<file path="src/rtl/excp_pc_seq_pkg.sv">
// Shared encodings for the exception / PC-update sequencer.
// Latency: n/a (constants, types and a pure priority function only).
// Backpressure: n/a.
//
// Holds the PCSrc, JumpKind, cause and FSM state encodings, the default vector
// base address and the exception priority encoder used by excp_pc_seq.
package excp_pc_seq_pkg;

    // Next-PC source selection
    localparam logic [2:0] PCSRC_REGA       = 3'd0;
    localparam logic [2:0] PCSRC_ALURESULT  = 3'd1;
    localparam logic [2:0] PCSRC_INCONDJUMP = 3'd2;
    localparam logic [2:0] PCSRC_ALUOUT     = 3'd3;
    localparam logic [2:0] PCSRC_EPC        = 3'd4;
    localparam logic [2:0] PCSRC_EXCPCODE   = 3'd5;

    // PC update request kinds; 6 and 7 behave like JK_NONE
    localparam logic [2:0] JK_NONE   = 3'd0;
    localparam logic [2:0] JK_JR     = 3'd1;
    localparam logic [2:0] JK_SEQ    = 3'd2;
    localparam logic [2:0] JK_BRANCH = 3'd3;
    localparam logic [2:0] JK_JUMP   = 3'd4;
    localparam logic [2:0] JK_RTE    = 3'd5;

    // Exception causes; the value minus one is the offset into the vector table
    typedef logic [1:0] cause_t;
    localparam cause_t CAUSE_NONE     = 2'd0;
    localparam cause_t CAUSE_OPCODE   = 2'd1;
    localparam cause_t CAUSE_OVERFLOW = 2'd2;
    localparam cause_t CAUSE_DIV0     = 2'd3;

    localparam logic [31:0] VEC_BASE_DEFAULT    = 32'd253;
    localparam int unsigned TIMEOUT_CYC_DEFAULT = 16;

    // FSM state encoding
    typedef logic [1:0] fsm_state_t;
    localparam fsm_state_t ST_IDLE      = 2'd0;
    localparam fsm_state_t ST_SAVE_EPC  = 2'd1;
    localparam fsm_state_t ST_FETCH_VEC = 2'd2;
    localparam fsm_state_t ST_LOAD_PC   = 2'd3;

    // Priority: InvalidOpcode > Overflow > DivByZero
    function automatic cause_t excp_cause(input logic inv, input logic ovf, input logic dz);
        cause_t c;
        if (inv)      c = CAUSE_OPCODE;
        else if (ovf) c = CAUSE_OVERFLOW;
        else if (dz)  c = CAUSE_DIV0;
        else          c = CAUSE_NONE;
        return c;
    endfunction

endpackage

</file>
<file path="src/rtl/excp_pc_seq_if.sv">
// Bundle of request, memory and strobe signals around the PC sequencer.
// Latency: n/a (wiring only).
// Backpressure: MemAck is the only flow control; the sequencer waits on it.
//
// master: the surrounding datapath/controller (drives requests and memory data)
// slave : excp_pc_seq (drives PC selection, strobes and status)
interface excp_pc_seq_if;
    logic [2:0]  JumpKind;
    logic        BranchTaken;
    logic        InvalidOpcode;
    logic        Overflow;
    logic        DivByZero;
    logic [7:0]  MemData;
    logic        MemAck;

    logic [2:0]  PCSrc;
    logic        PCWrite;
    logic        EPCWrite;
    logic        MemRead;
    logic [31:0] ExcpAddr;
    logic [31:0] ExcpCode;
    logic        Busy;
    logic [1:0]  ExcpCause;
    logic        ExcpErr;

    modport master (
        output JumpKind, BranchTaken, InvalidOpcode, Overflow, DivByZero, MemData, MemAck,
        input  PCSrc, PCWrite, EPCWrite, MemRead, ExcpAddr, ExcpCode, Busy, ExcpCause, ExcpErr
    );

    modport slave (
        input  JumpKind, BranchTaken, InvalidOpcode, Overflow, DivByZero, MemData, MemAck,
        output PCSrc, PCWrite, EPCWrite, MemRead, ExcpAddr, ExcpCode, Busy, ExcpCause, ExcpErr
    );
endinterface

</file>
<file path="src/rtl/excp_pc_seq.sv">
// PC-source selector with an exception entry sequence (save EPC, fetch vector, load PC).
// Latency: jumps are combinational in IDLE; exception-to-PC-load is 3 cycles plus MemAck wait.
// Backpressure: stalls in FETCH_VEC until MemAck; requests arriving while Busy are ignored.
//
// Ports: clk, reset_n (async active-low); bus (excp_pc_seq_if.slave):
//   in : JumpKind[2:0], BranchTaken, InvalidOpcode, Overflow, DivByZero, MemData[7:0], MemAck
//   out: PCSrc[2:0], PCWrite, EPCWrite, MemRead, ExcpAddr[31:0], ExcpCode[31:0], Busy,
//        ExcpCause[1:0], ExcpErr
// Optional: define EXCP_TIMEOUT_EN to abandon FETCH_VEC after TIMEOUT_CYC cycles without
// MemAck and raise the sticky ExcpErr flag. Undefined, FETCH_VEC waits forever.
module excp_pc_seq
    import excp_pc_seq_pkg::*;
#(
    parameter logic [31:0] VEC_BASE    = VEC_BASE_DEFAULT,
    parameter int unsigned TIMEOUT_CYC = TIMEOUT_CYC_DEFAULT
) (
    input  logic         clk,
    input  logic         reset_n,
    excp_pc_seq_if.slave bus
);

    // A zero timeout would make the wait limit meaningless.
    if (TIMEOUT_CYC == 0) begin : g_bad_timeout
        $error("excp_pc_seq: TIMEOUT_CYC must be nonzero");
    end

    fsm_state_t state_q;
    fsm_state_t state_d;
    cause_t     cause_q;
    logic [7:0] code_q;
    logic [2:0] pcsrc_q;

    logic [2:0]  pcsrc;
    logic        pcwrite;
    logic        epcwrite;
    logic        memread;
    logic [31:0] excp_addr;
    logic        accept;
    logic        any_excp;
    logic        timeout_hit;

    assign any_excp = bus.InvalidOpcode | bus.Overflow | bus.DivByZero;

`ifdef EXCP_TIMEOUT_EN
    // Counts cycles spent in FETCH_VEC; cleared in every other state.
    localparam int TO_W = (TIMEOUT_CYC > 1) ? $clog2(TIMEOUT_CYC) : 1;

    logic [TO_W-1:0] to_cnt_q;
    logic            err_q;

    assign timeout_hit = (to_cnt_q == TO_W'(TIMEOUT_CYC - 1));

    always_ff @(posedge clk or negedge reset_n) begin
        if (!reset_n) begin
            to_cnt_q <= '0;
            err_q    <= 1'b0;
        end else begin
            if (state_q == ST_FETCH_VEC) begin
                to_cnt_q <= to_cnt_q + TO_W'(1);
            end else begin
                to_cnt_q <= '0;
            end
            if (state_q == ST_FETCH_VEC && !bus.MemAck && timeout_hit) begin
                err_q <= 1'b1;
            end
        end
    end

    assign bus.ExcpErr = err_q;
`else
    assign timeout_hit = 1'b0;
    assign bus.ExcpErr = 1'b0;
`endif

    always_comb begin
        state_d   = state_q;
        pcsrc     = pcsrc_q;   // unselected cycles keep the last driven selection
        pcwrite   = 1'b0;
        epcwrite  = 1'b0;
        memread   = 1'b0;
        excp_addr = 32'd0;
        accept    = 1'b0;

        case (state_q)
            ST_IDLE: begin
                if (any_excp) begin
                    // Exception beats any jump requested in the same cycle
                    accept  = 1'b1;
                    state_d = ST_SAVE_EPC;
                end else begin
                    case (bus.JumpKind)
                        JK_JR: begin
                            pcsrc   = PCSRC_REGA;
                            pcwrite = 1'b1;
                        end
                        JK_SEQ: begin
                            pcsrc   = PCSRC_ALURESULT;
                            pcwrite = 1'b1;
                        end
                        JK_BRANCH: begin
                            pcsrc   = PCSRC_ALUOUT;
                            pcwrite = bus.BranchTaken;
                        end
                        JK_JUMP: begin
                            pcsrc   = PCSRC_INCONDJUMP;
                            pcwrite = 1'b1;
                        end
                        JK_RTE: begin
                            pcsrc   = PCSRC_EPC;
                            pcwrite = 1'b1;
                        end
                        default: ;
                    endcase
                end
            end

            ST_SAVE_EPC: begin
                epcwrite = 1'b1;
                state_d  = ST_FETCH_VEC;
            end

            ST_FETCH_VEC: begin
                memread   = 1'b1;
                excp_addr = VEC_BASE + 32'(cause_q) - 32'd1;
                if (bus.MemAck) begin
                    state_d = ST_LOAD_PC;
                end else if (timeout_hit) begin
                    state_d = ST_IDLE;
                end
            end

            ST_LOAD_PC: begin
                pcsrc   = PCSRC_EXCPCODE;
                pcwrite = 1'b1;
                state_d = ST_IDLE;
            end

            default: state_d = ST_IDLE;
        endcase
    end

    always_ff @(posedge clk or negedge reset_n) begin
        if (!reset_n) begin
            state_q <= ST_IDLE;
            cause_q <= CAUSE_NONE;
            code_q  <= 8'd0;
            pcsrc_q <= PCSRC_REGA;
        end else begin
            state_q <= state_d;
            pcsrc_q <= pcsrc;
            if (accept) begin
                cause_q <= excp_cause(bus.InvalidOpcode, bus.Overflow, bus.DivByZero);
            end
            if (state_q == ST_FETCH_VEC && bus.MemAck) begin
                code_q <= bus.MemData;
            end
        end
    end

    assign bus.PCSrc     = pcsrc;
    assign bus.PCWrite   = pcwrite;
    assign bus.EPCWrite  = epcwrite;
    assign bus.MemRead   = memread;
    assign bus.ExcpAddr  = excp_addr;
    assign bus.ExcpCode  = {24'd0, code_q};
    assign bus.Busy      = (state_q != ST_IDLE);
    assign bus.ExcpCause = cause_q;

endmodule

</file>
<file path="src/flat_wrapper.sv">
// flat-port wrapper written by rule: the top's interface ports become plain ports
module excp_pc_seq_flat import excp_pc_seq_pkg::*;
#(
    parameter logic [31:0] VEC_BASE    = VEC_BASE_DEFAULT,
    parameter int unsigned TIMEOUT_CYC = TIMEOUT_CYC_DEFAULT
)
  (clk, reset_n, bus_JumpKind, bus_BranchTaken, bus_InvalidOpcode, bus_Overflow, bus_DivByZero, bus_MemData, bus_MemAck, bus_PCSrc, bus_PCWrite, bus_EPCWrite, bus_MemRead, bus_ExcpAddr, bus_ExcpCode, bus_Busy, bus_ExcpCause, bus_ExcpErr);
  excp_pc_seq_if bus_i ();
  input  logic clk;
  input  logic reset_n;
  input wire logic [$bits(bus_i.JumpKind)-1:0] bus_JumpKind;
  input wire logic [$bits(bus_i.BranchTaken)-1:0] bus_BranchTaken;
  input wire logic [$bits(bus_i.InvalidOpcode)-1:0] bus_InvalidOpcode;
  input wire logic [$bits(bus_i.Overflow)-1:0] bus_Overflow;
  input wire logic [$bits(bus_i.DivByZero)-1:0] bus_DivByZero;
  input wire logic [$bits(bus_i.MemData)-1:0] bus_MemData;
  input wire logic [$bits(bus_i.MemAck)-1:0] bus_MemAck;
  output wire logic [$bits(bus_i.PCSrc)-1:0] bus_PCSrc;
  output wire logic [$bits(bus_i.PCWrite)-1:0] bus_PCWrite;
  output wire logic [$bits(bus_i.EPCWrite)-1:0] bus_EPCWrite;
  output wire logic [$bits(bus_i.MemRead)-1:0] bus_MemRead;
  output wire logic [$bits(bus_i.ExcpAddr)-1:0] bus_ExcpAddr;
  output wire logic [$bits(bus_i.ExcpCode)-1:0] bus_ExcpCode;
  output wire logic [$bits(bus_i.Busy)-1:0] bus_Busy;
  output wire logic [$bits(bus_i.ExcpCause)-1:0] bus_ExcpCause;
  output wire logic [$bits(bus_i.ExcpErr)-1:0] bus_ExcpErr;
  assign bus_i.JumpKind = bus_JumpKind;
  assign bus_i.BranchTaken = bus_BranchTaken;
  assign bus_i.InvalidOpcode = bus_InvalidOpcode;
  assign bus_i.Overflow = bus_Overflow;
  assign bus_i.DivByZero = bus_DivByZero;
  assign bus_i.MemData = bus_MemData;
  assign bus_i.MemAck = bus_MemAck;
  assign bus_PCSrc = bus_i.PCSrc;
  assign bus_PCWrite = bus_i.PCWrite;
  assign bus_EPCWrite = bus_i.EPCWrite;
  assign bus_MemRead = bus_i.MemRead;
  assign bus_ExcpAddr = bus_i.ExcpAddr;
  assign bus_ExcpCode = bus_i.ExcpCode;
  assign bus_Busy = bus_i.Busy;
  assign bus_ExcpCause = bus_i.ExcpCause;
  assign bus_ExcpErr = bus_i.ExcpErr;
  excp_pc_seq #(.VEC_BASE(VEC_BASE), .TIMEOUT_CYC(TIMEOUT_CYC)) u_core (.clk(clk), .reset_n(reset_n), .bus(bus_i));
endmodule
</file>
<file path="config.mk">
export PLATFORM = sky130hd
export DESIGN_NAME = excp_pc_seq_flat
export DESIGN_NICKNAME = d
export VERILOG_FILES = /design/src/rtl/excp_pc_seq_pkg.sv /design/src/rtl/excp_pc_seq_if.sv /design/src/rtl/excp_pc_seq.sv /design/src/flat_wrapper.sv
export SDC_FILE = /design/constraint.sdc
export NUM_CORES = 1
export LEC_CHECK = 0
export ABC_CLOCK_PERIOD_IN_PS = 3600
export BUFFER_PORTS_ARGS = -buffer_cell sky130_fd_sc_hd__buf_4
export CORE_UTILIZATION = 42
export CTS_CLUSTER_SIZE = 25
export DETAILED_ROUTE_END_ITERATION = 8
export PLACE_DENSITY = 0.83
export SLEW_MARGIN = 15
export SYNTH_ARGS = -nofsm -noshare
export SYNTH_HDL_FRONTEND = slang
export SYNTH_SLANG_ARGS = --single-unit
</file>
<file path="constraint.sdc">
create_clock -name clk -period 3.6 [get_ports clk]
set_clock_uncertainty 0.2 [all_clocks]
set_input_delay 1.08 -clock clk [delete_from_list [all_inputs] [get_ports clk]]
set_output_delay 1.08 -clock clk [all_outputs]
set_load 0.02 [all_outputs]
</file>
==> metrics <==
Async S/R FF share, synth=100.0%; cts bufs inserted=3; dominant cell type by area after synthesis=buf_4; synth top area cells=buf_4 31%, dfrtp_1 30%, mux2_2 8.0%; wirelength, routed=approximately 2100 um; sequential share of the synthesized area=just under 30%; Die Y-Extent=about 57 um; antenna violations before repair=0; clock share of power=7.7%; share of cells above drive strength 1=a little over a third; ant diodes=0; Horiz. Die Dim=about 57 um; Final Critical Period=3.557 ns; vias in the first global route=763; Ports=a little over 90; H-tree levels=1; CP arrival=about 2.3 ns; P per Cell Area=878.8 mW/mm^2; Psw=between 0.0005 and 0.0006 W; Post-CTS Setup Bufs=0; first drt pass iteration count=6; synthesized cell area=around 0.0013 sq mm; Pint=0.0006621 W; global route overflow=0; # DRC=17; flops & latches, synth=15; Critical path origin=bus_InvalidOpcode; clock latency at the later pin of the worst-skew pair=0.28 ns; sequential share of power=roughly a quarter; met3 Use GR=about 3.5%; Synth top area share=between 30% and 40%; Syn Inst Count=~130; ANT nets after route=0; Comb power frac=67.6%; first-pass GRT wire length=3208 um; RePlAce Congestion=about 0.83; row cnt=19; root buf cell=clkbuf_4; fmax=~0.28 GHz; DR vias/cell=approximately 4.3; Yosys warning count=0; GRT met2 Usage=23.03%; CP Launch Type=input port; DR vias=just under 900; outcome=finished, violations left; Max-cap violations=0; fin crit share=a little under 100%; Critical Path Sink Type=primary output; DRT iter0 DRCs=42; RSZ-0062 raised after global routing=false; maximum vdd drop=approximately 0.38 mV; Hold Fails Final Rpt=0; clk buf depth=2; die area=between 0.003 and 0.004 sq mm; Top FF cell, synth=dfrtp_1; Leakage=0.7827 nW; Setup CP Type=input port to primary output; Syn Area/Cell=roughly 9.4 sq um; setup TNS after final layout=0 ns; failing checks=DRC; WL/cell=10.23 um; number of synthesized flops with an enable pin=0; Final HPWL DP=1690 um; core box area=between 0.002 and 0.003 sq mm; starting density of the core=~45%; clk slew on worst S/H paths=0.10 ns; TritonCTS clock tree=yes; total clock sinks=15; crit path max fanout=4; GRT Resource Usage Total=between 10% and 20%; Req. time, crit path=2.32 ns; largest net degree at the start of global routing=16; Area growth syn-to-layout=13.45%; Port Buffers=44; total power draw=0.001261 W; Hold Path Class=register to register; final count of pins violating max slew=0; final setup fails=0; Distinct cells, synth=32; RR Startpoint=u_core.state_q[0]; hold path start=u_core.code_q[0]; Net count, final=between 150 and 200; GRT busiest layer=met2; grt met1 use=around 14%; Sw Ratio=a little under half
## area by class of cell
cell class	instances	area, sq um
clock buffer	3	22.52
clock inverter	1	5.005
fill	275	1370
inverter	7	26.28
multi-input combinational	101	621.8
sequential	15	375.4
tap	31	38.79
timing repair buffer	46	345.3
## placed cells by master, fill, tap and decap left out, types with 2 or more instances in the layout
master | Yosys | final
and2_1 | 3 | 3
xor2_1 | 2 | 2
o211ai_1 | 2 | 2
a21oi_1 | 4 | 4
clkbuf_4 | 0 | 3
nor2_1 | 4 | 4
and3b_1 | 3 | 3
nand2_1 | 3 | 3
dfrtp_1 | 15 | 15
inv_1 | 7 | 7
a211oi_1 | 2 | 2
ha_1 | 6 | 6
conb_1 | 1 | 47
buf_4 | 53 | 46
mux2_2 | 9 | 9
## power by group through the flow
stage                     registers, W  logic [W]  clock network (W)
final                         0.000311   0.000853          0.0000971
after CTS                     0.000312   0.000859           0.000101
after detailed placement      0.000316   0.000857                  0
after global routing          0.000325   0.000922           0.000107
after floorplan               0.000377   0.000556                  0
after global placement        0.000310   0.000846                  0
## metal layers
layer / part of all wire [%] / up-vias / wire [um]
li1: - / 424 / -
met1: 39 / 408 / 818
met2: 51 / 52 / 1064
met3: 9.8 / 0 / 204
met4: 0 / 0 / 0
met5: 0 / - / 0
## cell families after synthesis
logic type,after synthesis,share of synthesized area [%]
buffers and inverters,64,34.82
and+or+nand+nor,19,9.001
AOI/OAI and AO/OA,18,10.88
DFF,15,29.67
muxes,9,8.012
adders and majority gates,6,5.935
xor gates and xnor gates,2,1.385
other,1,0.2965
## timing repair
| action | 4_1_cts | 5_1_grt |
|---|---|---|
| hold buffers | 0 | 0 |
| endpoints found under the setup margin | 0 | 2 |
| gates resized for setup | 0 | 1 |
## worst paths after layout
check	endpoint	cells past startpoint	slack, ns
setup / recovery	bus_PCSrc[0]	6	0.04
hold reg to reg	u_core.code_q[0]	1	0.32
hold / removal	u_core.code_q[0]	1	0.32
max in group asynchronous	u_core.pcsrc_q[2]	1	2.58
min in group asynchronous	u_core.code_q[2]	1	0.43
setup reg to reg	u_core.code_q[6]	4	1.71
## cells in the mapped netlist (all sizes together) (2+ instances only)
master	n
xor2	2
ha	6
a21oi	4
o22a	2
and3b	3
o211ai	2
buf	54
a211oi	2
clkbuf	3
dfrtp	15
and2	3
inv	7
mux2	9
nand2	3
nor2	4
## state kept, by name (all words and copies together), names as in the netlist
signal / count
u_core.code_q: 8
u_core.pcsrc_q: 3
u_core.bus.ExcpCause: 2
u_core.state_q: 2
## critical path, cell delays in order
cell	delay, ns
buf_4	0.12
or3_4	0.39
buf_4	0.15
o31ai_1	0.22
a21oi_1	0.13
buf_4	0.18
## per-stage QoR
step	utilization [%]	cell area, sq um	setup slack [ns]	instances	hold WS, ns
3_5_place_dp	50.18	1408	0.01457	200	0.2974
3_3_place_gp	50.18	1408	0.005894	200	0.2895
5_1_grt	51.16	1435	0.003099	204	0.3466
2_1_floorplan	-	1438	0.1325	180	0.3315
6_report	51.16	1435	0.04343	204	0.3158
4_1_cts	51.16	1435	0.009486	204	0.3209
(Power assumes the default switching activity.)
